File: src/rtl/pcie_byte_unstripe.sv
// Deskews four PCIe lanes on alignment markers and merges them into one word.
// Latency: data_valid two edges after a zero-skew word set is presented.
// Backpressure: none; a lane running DESKEW_DEPTH words ahead overflows, flushes and re-searches.
module pcie_byte_unstripe #(
  parameter int DATA_WIDTH   = 128,
  parameter int LANE_WIDTH   = 32,
  parameter int DESKEW_DEPTH = 8
) (
  input  logic                  clk,
  input  logic                  reset,
  input  logic [LANE_WIDTH-1:0] lane0,
  input  logic [LANE_WIDTH-1:0] lane1,
  input  logic [LANE_WIDTH-1:0] lane2,
  input  logic [LANE_WIDTH-1:0] lane3,
  input  logic [3:0]            lane_valid,
  input  logic [3:0]            lane_sync,
  output logic [DATA_WIDTH-1:0] data_out,
  output logic                  data_valid,
  output logic                  aligned,
  output logic                  deskew_err
);

  localparam int AW = $clog2(DESKEW_DEPTH);

  typedef enum logic {SEARCH = 1'b0, ALIGNED = 1'b1} state_t;
  typedef logic [LANE_WIDTH:0] entry_t;  // {sync, data}

  state_t                state;
  state_t                state_nxt;
  logic                  run;
  logic [LANE_WIDTH-1:0] lane_dat [4];
  entry_t                mem [4][DESKEW_DEPTH];
  logic [AW:0]           wp [4];
  logic [AW:0]           rp [4];
  logic [LANE_WIDTH-1:0] head_dat [4];
  logic [3:0]            empty;
  logic [3:0]            full;
  logic [3:0]            head_sync;
  logic [3:0]            wr;
  logic [3:0]            ovf;
  logic                  pop;
  logic                  emit;
  logic                  mix;
  logic                  err;

  assign lane_dat[0] = lane0;
  assign lane_dat[1] = lane1;
  assign lane_dat[2] = lane2;
  assign lane_dat[3] = lane3;

  // The state flop is the aligned flag, so it drops on the same edge deskew_err rises.
  assign aligned = (state == ALIGNED);

  // Per-lane FIFO status and write acceptance. In SEARCH a FIFO only becomes
  // non-empty through a marker, so "non-empty" means "marker already seen".
  always_comb begin
    for (int i = 0; i < 4; i++) begin
      empty[i]     = (wp[i] == rp[i]);
      full[i]      = (wp[i][AW-1:0] == rp[i][AW-1:0]) && (wp[i][AW] != rp[i][AW]);
      head_sync[i] = mem[i][rp[i][AW-1:0]][LANE_WIDTH];
      head_dat[i]  = mem[i][rp[i][AW-1:0]][LANE_WIDTH-1:0];
      wr[i]        = run && lane_valid[i] && ((state == ALIGNED) || !empty[i] || lane_sync[i]);
    end
  end

  // Pop/merge decision, error detection and next state.
  always_comb begin
    pop  = 1'b0;
    emit = 1'b0;
    mix  = 1'b0;
    if (&(~empty)) begin
      if (&head_sync) begin
        pop = 1'b1;
      end else if (state == ALIGNED) begin
        if (~|head_sync) begin
          pop  = 1'b1;
          emit = 1'b1;
        end else begin
          mix = 1'b1;
        end
      end
    end
    // A simultaneous pop frees the slot, so a full FIFO only overflows without one.
    ovf       = wr & full & {4{~pop}};
    err       = mix | (|ovf);
    state_nxt = state;
    if (err) begin
      state_nxt = SEARCH;
    end else if (pop) begin
      state_nxt = ALIGNED;
    end
  end

  // Reset release is retimed: the first edge after release only arms the write path.
  always_ff @(posedge clk or negedge reset) begin
    if (!reset) run <= 1'b0;
    else        run <= 1'b1;
  end

  // State register.
  always_ff @(posedge clk or negedge reset) begin
    if (!reset) state <= SEARCH;
    else        state <= state_nxt;
  end

  // FIFO pointers; any error flushes every lane and drops that cycle's words.
  always_ff @(posedge clk or negedge reset) begin
    if (!reset) begin
      for (int i = 0; i < 4; i++) begin
        wp[i] <= '0;
        rp[i] <= '0;
      end
    end else begin
      for (int i = 0; i < 4; i++) begin
        if (err) begin
          wp[i] <= '0;
          rp[i] <= '0;
        end else begin
          if (wr[i]) wp[i] <= wp[i] + (AW+1)'(1);
          if (pop)   rp[i] <= rp[i] + (AW+1)'(1);
        end
      end
    end
  end

  // FIFO storage, no reset needed: occupancy is carried by the pointers.
  always_ff @(posedge clk) begin
    for (int i = 0; i < 4; i++) begin
      if (wr[i] && !err) mem[i][wp[i][AW-1:0]] <= {lane_sync[i], lane_dat[i]};
    end
  end

  // Registered outputs; data_out holds its last merged word between pops.
  always_ff @(posedge clk or negedge reset) begin
    if (!reset) begin
      data_out   <= '0;
      data_valid <= 1'b0;
      deskew_err <= 1'b0;
    end else begin
      data_valid <= emit;
      deskew_err <= err;
      if (emit) data_out <= {head_dat[3], head_dat[2], head_dat[1], head_dat[0]};
    end
  end

endmodule
File: config.mk
export PLATFORM = sky130hd
export DESIGN_NAME = pcie_byte_unstripe
export DESIGN_NICKNAME = d
export VERILOG_FILES = /design/src/rtl/pcie_byte_unstripe.sv
export SDC_FILE = /design/constraint.sdc
export NUM_CORES = 1
export LEC_CHECK = 0
export ABC_CLOCK_PERIOD_IN_PS = 11500
export CORE_AREA = 2 2 261 366
export CTS_BUF_LIST = sky130_fd_sc_hd__clkbuf_8
export DETAILED_ROUTE_END_ITERATION = 8
export DIE_AREA = 0 0 263 368
export PLACE_DENSITY_LB_ADDON = 0.25
export RECOVER_POWER = 25
export SYNTH_ARGS = -nofsm -noshare
export SYNTH_HDL_FRONTEND = slang
export SYNTH_SLANG_ARGS = --single-unit
File: constraint.sdc
create_clock -name clk -period 11.5 [get_ports clk]
set_clock_uncertainty 0.05 [all_clocks]
set_input_delay 1.725 -clock clk [delete_from_list [all_inputs] [get_ports clk]]
set_output_delay 1.725 -clock clk [all_outputs]
set_load 0.01 [all_outputs]
==> metrics.txt <==
# TYPE chip_impl_metric gauge
chip_impl_metric{name="wire_length_of_the_first_global_routing_pass",unit="mm"} 142
chip_impl_info{name="crit_path_cell_trace",value="clkbuf_1, buf_4, buf_4"} 1
chip_impl_metric{name="share_of_async_settable_or_async_resettable_flops_after_synthesis",unit="%"} 13.4
chip_impl_info{name="synth.largest_area_cell",value="sky130_fd_sc_hd__edfxtp_1"} 1
chip_impl_metric{name="die_area",unit="um^2"} 96800
chip_impl_metric{name="postSynthRegisterBits",unit=""} 1220
chip_impl_info{name="setup.worst_path.class",value="primary input to async pin"} 1
chip_impl_metric{name="vias_in_the_first_global_route",unit=""} 24149
chip_impl_metric{name="post_cts_buffers",unit=""} 0
chip_impl_metric{name="ctsHoldBuffers",unit=""} 0
chip_impl_metric{name="fmaxAchievable",unit="MHz"} 197
chip_impl_metric{name="synth_edf_count",unit=""} 1056
chip_impl_metric{name="place_worst_setup_slack",unit="ns"} 6.50
chip_impl_metric{name="timing_max_transition_violations_final",unit=""} 55
chip_impl_metric{name="core",unit="um^2"} 93500
chip_impl_metric{name="worst_slew_pin_slew",unit="ns"} 3.32
chip_impl_metric{name="fin_crit_sh",unit="%"} 44.2
chip_impl_metric{name="synth_largest_type_area_fraction",unit="%"} 68.1
chip_impl_metric{name="critPathMaxFanout",unit=""} 59
chip_impl_metric{name="postSynthNetCount",unit=""} 2403
chip_impl_metric{name="timing.setup.tns",unit="ns"} 0
chip_impl_info{name="path_delay_family",value="buffers and inverters"} 1
chip_impl_metric{name="area_fraction_in_compound_gates_after_synthesis",unit="%"} 1.97
chip_impl_metric{name="synth_xor_area_share",unit="%"} 0.527
chip_impl_metric{name="setup_violations",unit=""} 0
chip_impl_metric{name="design.final.nets",unit=""} 2753
chip_impl_info{name="critPathLaunchType",value="primary input"} 1
chip_impl_info{name="yosys.cell_count.top_type",value="sky130_fd_sc_hd__edfxtp_1"} 1
chip_impl_metric{name="global_route.overflow_total",unit=""} 0
chip_impl_metric{name="vias",unit=""} 22195
chip_impl_metric{name="multiInputGateArea",unit="um^2"} 10200
chip_impl_metric{name="syn_area",unit="um^2"} 46500
chip_impl_metric{name="antenna_left",unit=""} 0
chip_impl_metric{name="finalHoldViolCount",unit=""} 0
chip_impl_metric{name="ys_seq_area_share",unit="%"} 77.0
chip_impl_metric{name="synthesis.yosys.warnings",unit=""} 0
chip_impl_metric{name="irDropWorstVdd",unit="mV"} 0.147
chip_impl_metric{name="syn_area_per_cell",unit="um^2"} 20.6
chip_impl_metric{name="pin_count",unit=""} 269
chip_impl_metric{name="initial_utilization",unit="%"} 49.8
chip_impl_info{name="run_status",value="finished, violations left"} 1
chip_impl_metric{name="post_drt_via_cell_ratio",unit=""} 5.58
chip_impl_metric{name="drc",unit=""} 0
chip_impl_info{name="rsz_0062_raised_after_global_routing",value="no"} 1
chip_impl_info{name="cts.root.buffer_cell",value="sky130_fd_sc_hd__clkbuf_8"} 1
chip_impl_metric{name="post_synth_and_or_nand_nor_area_fraction",unit="%"} 3.19
chip_impl_info{name="critPathMostFrequentCell",value="sky130_fd_sc_hd__buf_4"} 1
chip_impl_metric{name="post-dp-hpwl",unit="mm"} 52.7
chip_impl_metric{name="floorplan.die.width",unit="um"} 263
chip_impl_metric{name="ctsHtreeMaxLevel",unit=""} 4
chip_impl_metric{name="std_cell_rows",unit=""} 133
chip_impl_info{name="hp-class",value="flop to flop"} 1
chip_impl_metric{name="clk_transition_reported_paths",unit="ns"} 0.06
chip_impl_metric{name="grt_start_max_net_pins",unit=""} 199
chip_impl_metric{name="ctsLongestPathBuffers",unit=""} 3
chip_impl_metric{name="io_buffers",unit=""} 268
chip_impl_metric{name="post_drt_wl_per_cell",unit="um"} 23.3
chip_impl_metric{name="area_growth",unit="%"} 16.4
chip_impl_info{name="main_flop_type_after_synthesis",value="sky130_fd_sc_hd__edfxtp_1"} 1
chip_impl_metric{name="timing.final.ws_setup",unit="ns"} 6.42
chip_impl_metric{name="numCtsBuffers",unit=""} 177
chip_impl_metric{name="path_buf_inv",unit=""} 3
chip_impl_metric{name="synth.lib_cells_used.distinct",unit=""} 40
chip_impl_metric{name="place.gp.congestion",unit=""} 0.744
chip_impl_metric{name="total_leakage_power",unit="nW"} 17.6
chip_impl_metric{name="synth.area.mux_share",unit="%"} 15.7
chip_impl_metric{name="cap_violations",unit=""} 1
chip_impl_metric{name="grt.total_usage",unit="%"} 19.5
chip_impl_metric{name="dr.pass1.iters",unit=""} 5
chip_impl_metric{name="timing.critical_path.required",unit="ns"} 12.23
chip_impl_metric{name="post_route_cells_drive_above_1_share",unit="%"} 22.5
chip_impl_info{name="ys_top_cells_by_count",value="sky130_fd_sc_hd__edfxtp_1, sky130_fd_sc_hd__mux4_2, sky130_fd_sc_hd__dfrtp_1"} 1
chip_impl_info{name="cp-end-kind",value="async pin"} 1
chip_impl_metric{name="tritoncts_num_sinks",unit=""} 1220
chip_impl_metric{name="nFillCells",unit=""} 6992
chip_impl_metric{name="insertion_delay",unit="ns"} 0.86
chip_impl_metric{name="worst_slew_slack_as_a_fraction_of_its_limit",unit="%"} -121
chip_impl_info{name="failed_checks",value="capacitance limit, slew limit"} 1
chip_impl_info{name="tritoncts",value="done"} 1
chip_impl_metric{name="routed_wl",unit="mm"} 92.7
chip_impl_metric{name="synth-adder-area-share",unit="%"} 0.215
chip_impl_metric{name="finalWorstPathRequiredPeriod",unit="ns"} 5.08
chip_impl_info{name="critical_path.slowest_cell",value="sky130_fd_sc_hd__clkbuf_1"} 1
chip_impl_metric{name="chip_height",unit="um"} 368
chip_impl_info{name="netlist_top_cells_area",value="sky130_fd_sc_hd__edfxtp_1, sky130_fd_sc_hd__mux4_2, sky130_fd_sc_hd__dfrtp_1"} 1
chip_impl_metric{name="power_density",unit="nW/um^2"} 210
chip_impl_metric{name="register_area",unit="um^2"} 35800
chip_impl_metric{name="crit_arrival",unit="ns"} 5.81
chip_impl_metric{name="drt_first_iter_violations",unit=""} 1481
chip_impl_metric{name="gate_count_post_synth",unit=""} 2257
chip_impl_metric{name="util_after_layout",unit="%"} 58.0
chip_impl_metric{name="post_cts_resize_count",unit=""} 0
chip_impl_metric{name="critPathMaxStageDelay",unit="ns"} 2.28
chip_impl_metric{name="antenna_found_initial",unit=""} 29
chip_impl_info{name="synth_top_family_by_area",value="multiplexers"} 1
==> report_power, final <==
part           internal [mW]  switching (mW)
clock                   1.80            1.58
sequential              5.33           0.290
combinational           1.18            1.22
==> cells in the final DEF (no fill, tap or decap), types with 10 or more instances in the layout <==
| cell type | instances |
|---|---|
| sky130_fd_sc_hd__nand4b_1 | 14 |
| sky130_fd_sc_hd__xnor2_1 | 18 |
| sky130_fd_sc_hd__clkinv_2 | 30 |
| sky130_fd_sc_hd__edfxtp_1 | 1056 |
| sky130_fd_sc_hd__diode_2 | 10 |
| sky130_fd_sc_hd__clkdlybuf4s50_1 | 190 |
| sky130_fd_sc_hd__nand2_1 | 140 |
| sky130_fd_sc_hd__dfrtp_1 | 152 |
| sky130_fd_sc_hd__nand4_1 | 14 |
| sky130_fd_sc_hd__nand3_1 | 31 |
| sky130_fd_sc_hd__dlygate4sd3_1 | 77 |
| sky130_fd_sc_hd__o21ai_0 | 32 |
| sky130_fd_sc_hd__mux2i_1 | 136 |
| sky130_fd_sc_hd__o21ai_1 | 104 |
| sky130_fd_sc_hd__nor3_1 | 13 |
| sky130_fd_sc_hd__clkbuf_8 | 191 |
| sky130_fd_sc_hd__nor3_2 | 37 |
| sky130_fd_sc_hd__xor2_1 | 10 |
| sky130_fd_sc_hd__buf_4 | 49 |
| sky130_fd_sc_hd__bufinv_16 | 12 |
| sky130_fd_sc_hd__clkinv_1 | 34 |
| sky130_fd_sc_hd__mux4_2 | 264 |
| sky130_fd_sc_hd__inv_1 | 51 |
==> worst paths after layout <==
kind	to	cells past startpoint	from	slack, ns
setup / recovery	rp[0]	3	reset	6.42
max in group clk	mem[3][131]	9	rp[10]	6.84
hold / removal	data_out[126]	2	data_out[126]	0.43
hold reg to reg	data_out[126]	2	data_out[126]	0.43
min in group asynchronous	data_out[92]	1	reset	1.91
setup reg to reg	mem[3][131]	9	rp[10]	6.84
==> flip-flops by register name, summed over array words and instances, names as in the netlist <==
signal and count:
data_valid 1, wp 16, mem 1056, deskew_err 1
data_out 128, run 1, aligned 1, rp 16
==> per-stage QoR <==
stage / instance area (um^2) / hold slack, ns / power [mW] / instances
final: 54200 / 0.430 / 11.4 / 3976
after global routing: 54200 / 0.451 / 11.9 / 3972
after CTS: 54200 / 0.438 / 11.6 / 3966
after detailed placement: 50700 / 0.424 / 8.18 / 3643
after global placement: 50700 / 0.413 / 8.10 / 3643
after floorplan: 46500 / 0.466 / 7.24 / 2257
==> cell families (layout without fill, tap and decap cells) <==
| group | Yosys count | after routing |
|---|---|---|
| muxes | 400 | 400 |
| adders and majority gates | 8 | 8 |
| other | 1 | 11 |
| DFF | 1220 | 1220 |
| xor gates and xnor gates | 28 | 28 |
| AOI/OAI and AO/OA | 164 | 164 |
| buffers and inverters | 148 | 642 |
| and+or+nand+nor | 288 | 288 |
==> layout make-up <==
type | instances | area share, %
inverter | 1 | 0.00923
clock buffer | 191 | 4.85
clock inverter | 132 | 1.60
timing repair buffer | 318 | 5.65
sequential | 1220 | 66.1
tap | 1215 | 2.80
multi-input combinational | 889 | 18.9
antenna | 10 | 0.0462
==> per-layer routing <==
| metal | GRT usage, % | share of wire, % |
|---|---|---|
| met1 | 23.2 | 38 |
| met2 | 34.5 | 54 |
| met3 | 4.89 | 5.9 |
| met4 | 7.05 | 2.1 |
| met5 | 0 | 0.16 |
==> worst reg2reg max path: stages, from the launching register on <==
cell	delay, ns
sky130_fd_sc_hd__dfrtp_2	0.41
sky130_fd_sc_hd__buf_4	0.57
sky130_fd_sc_hd__mux4_2	0.41
sky130_fd_sc_hd__mux2i_1	0.40
sky130_fd_sc_hd__and4_1	0.55
sky130_fd_sc_hd__nand3b_1	0.21
sky130_fd_sc_hd__a21oi_4	0.08
sky130_fd_sc_hd__buf_4	0.44
sky130_fd_sc_hd__nor3_4	0.73
sky130_fd_sc_hd__buf_4	0.47
(Power assumes the default switching activity.)
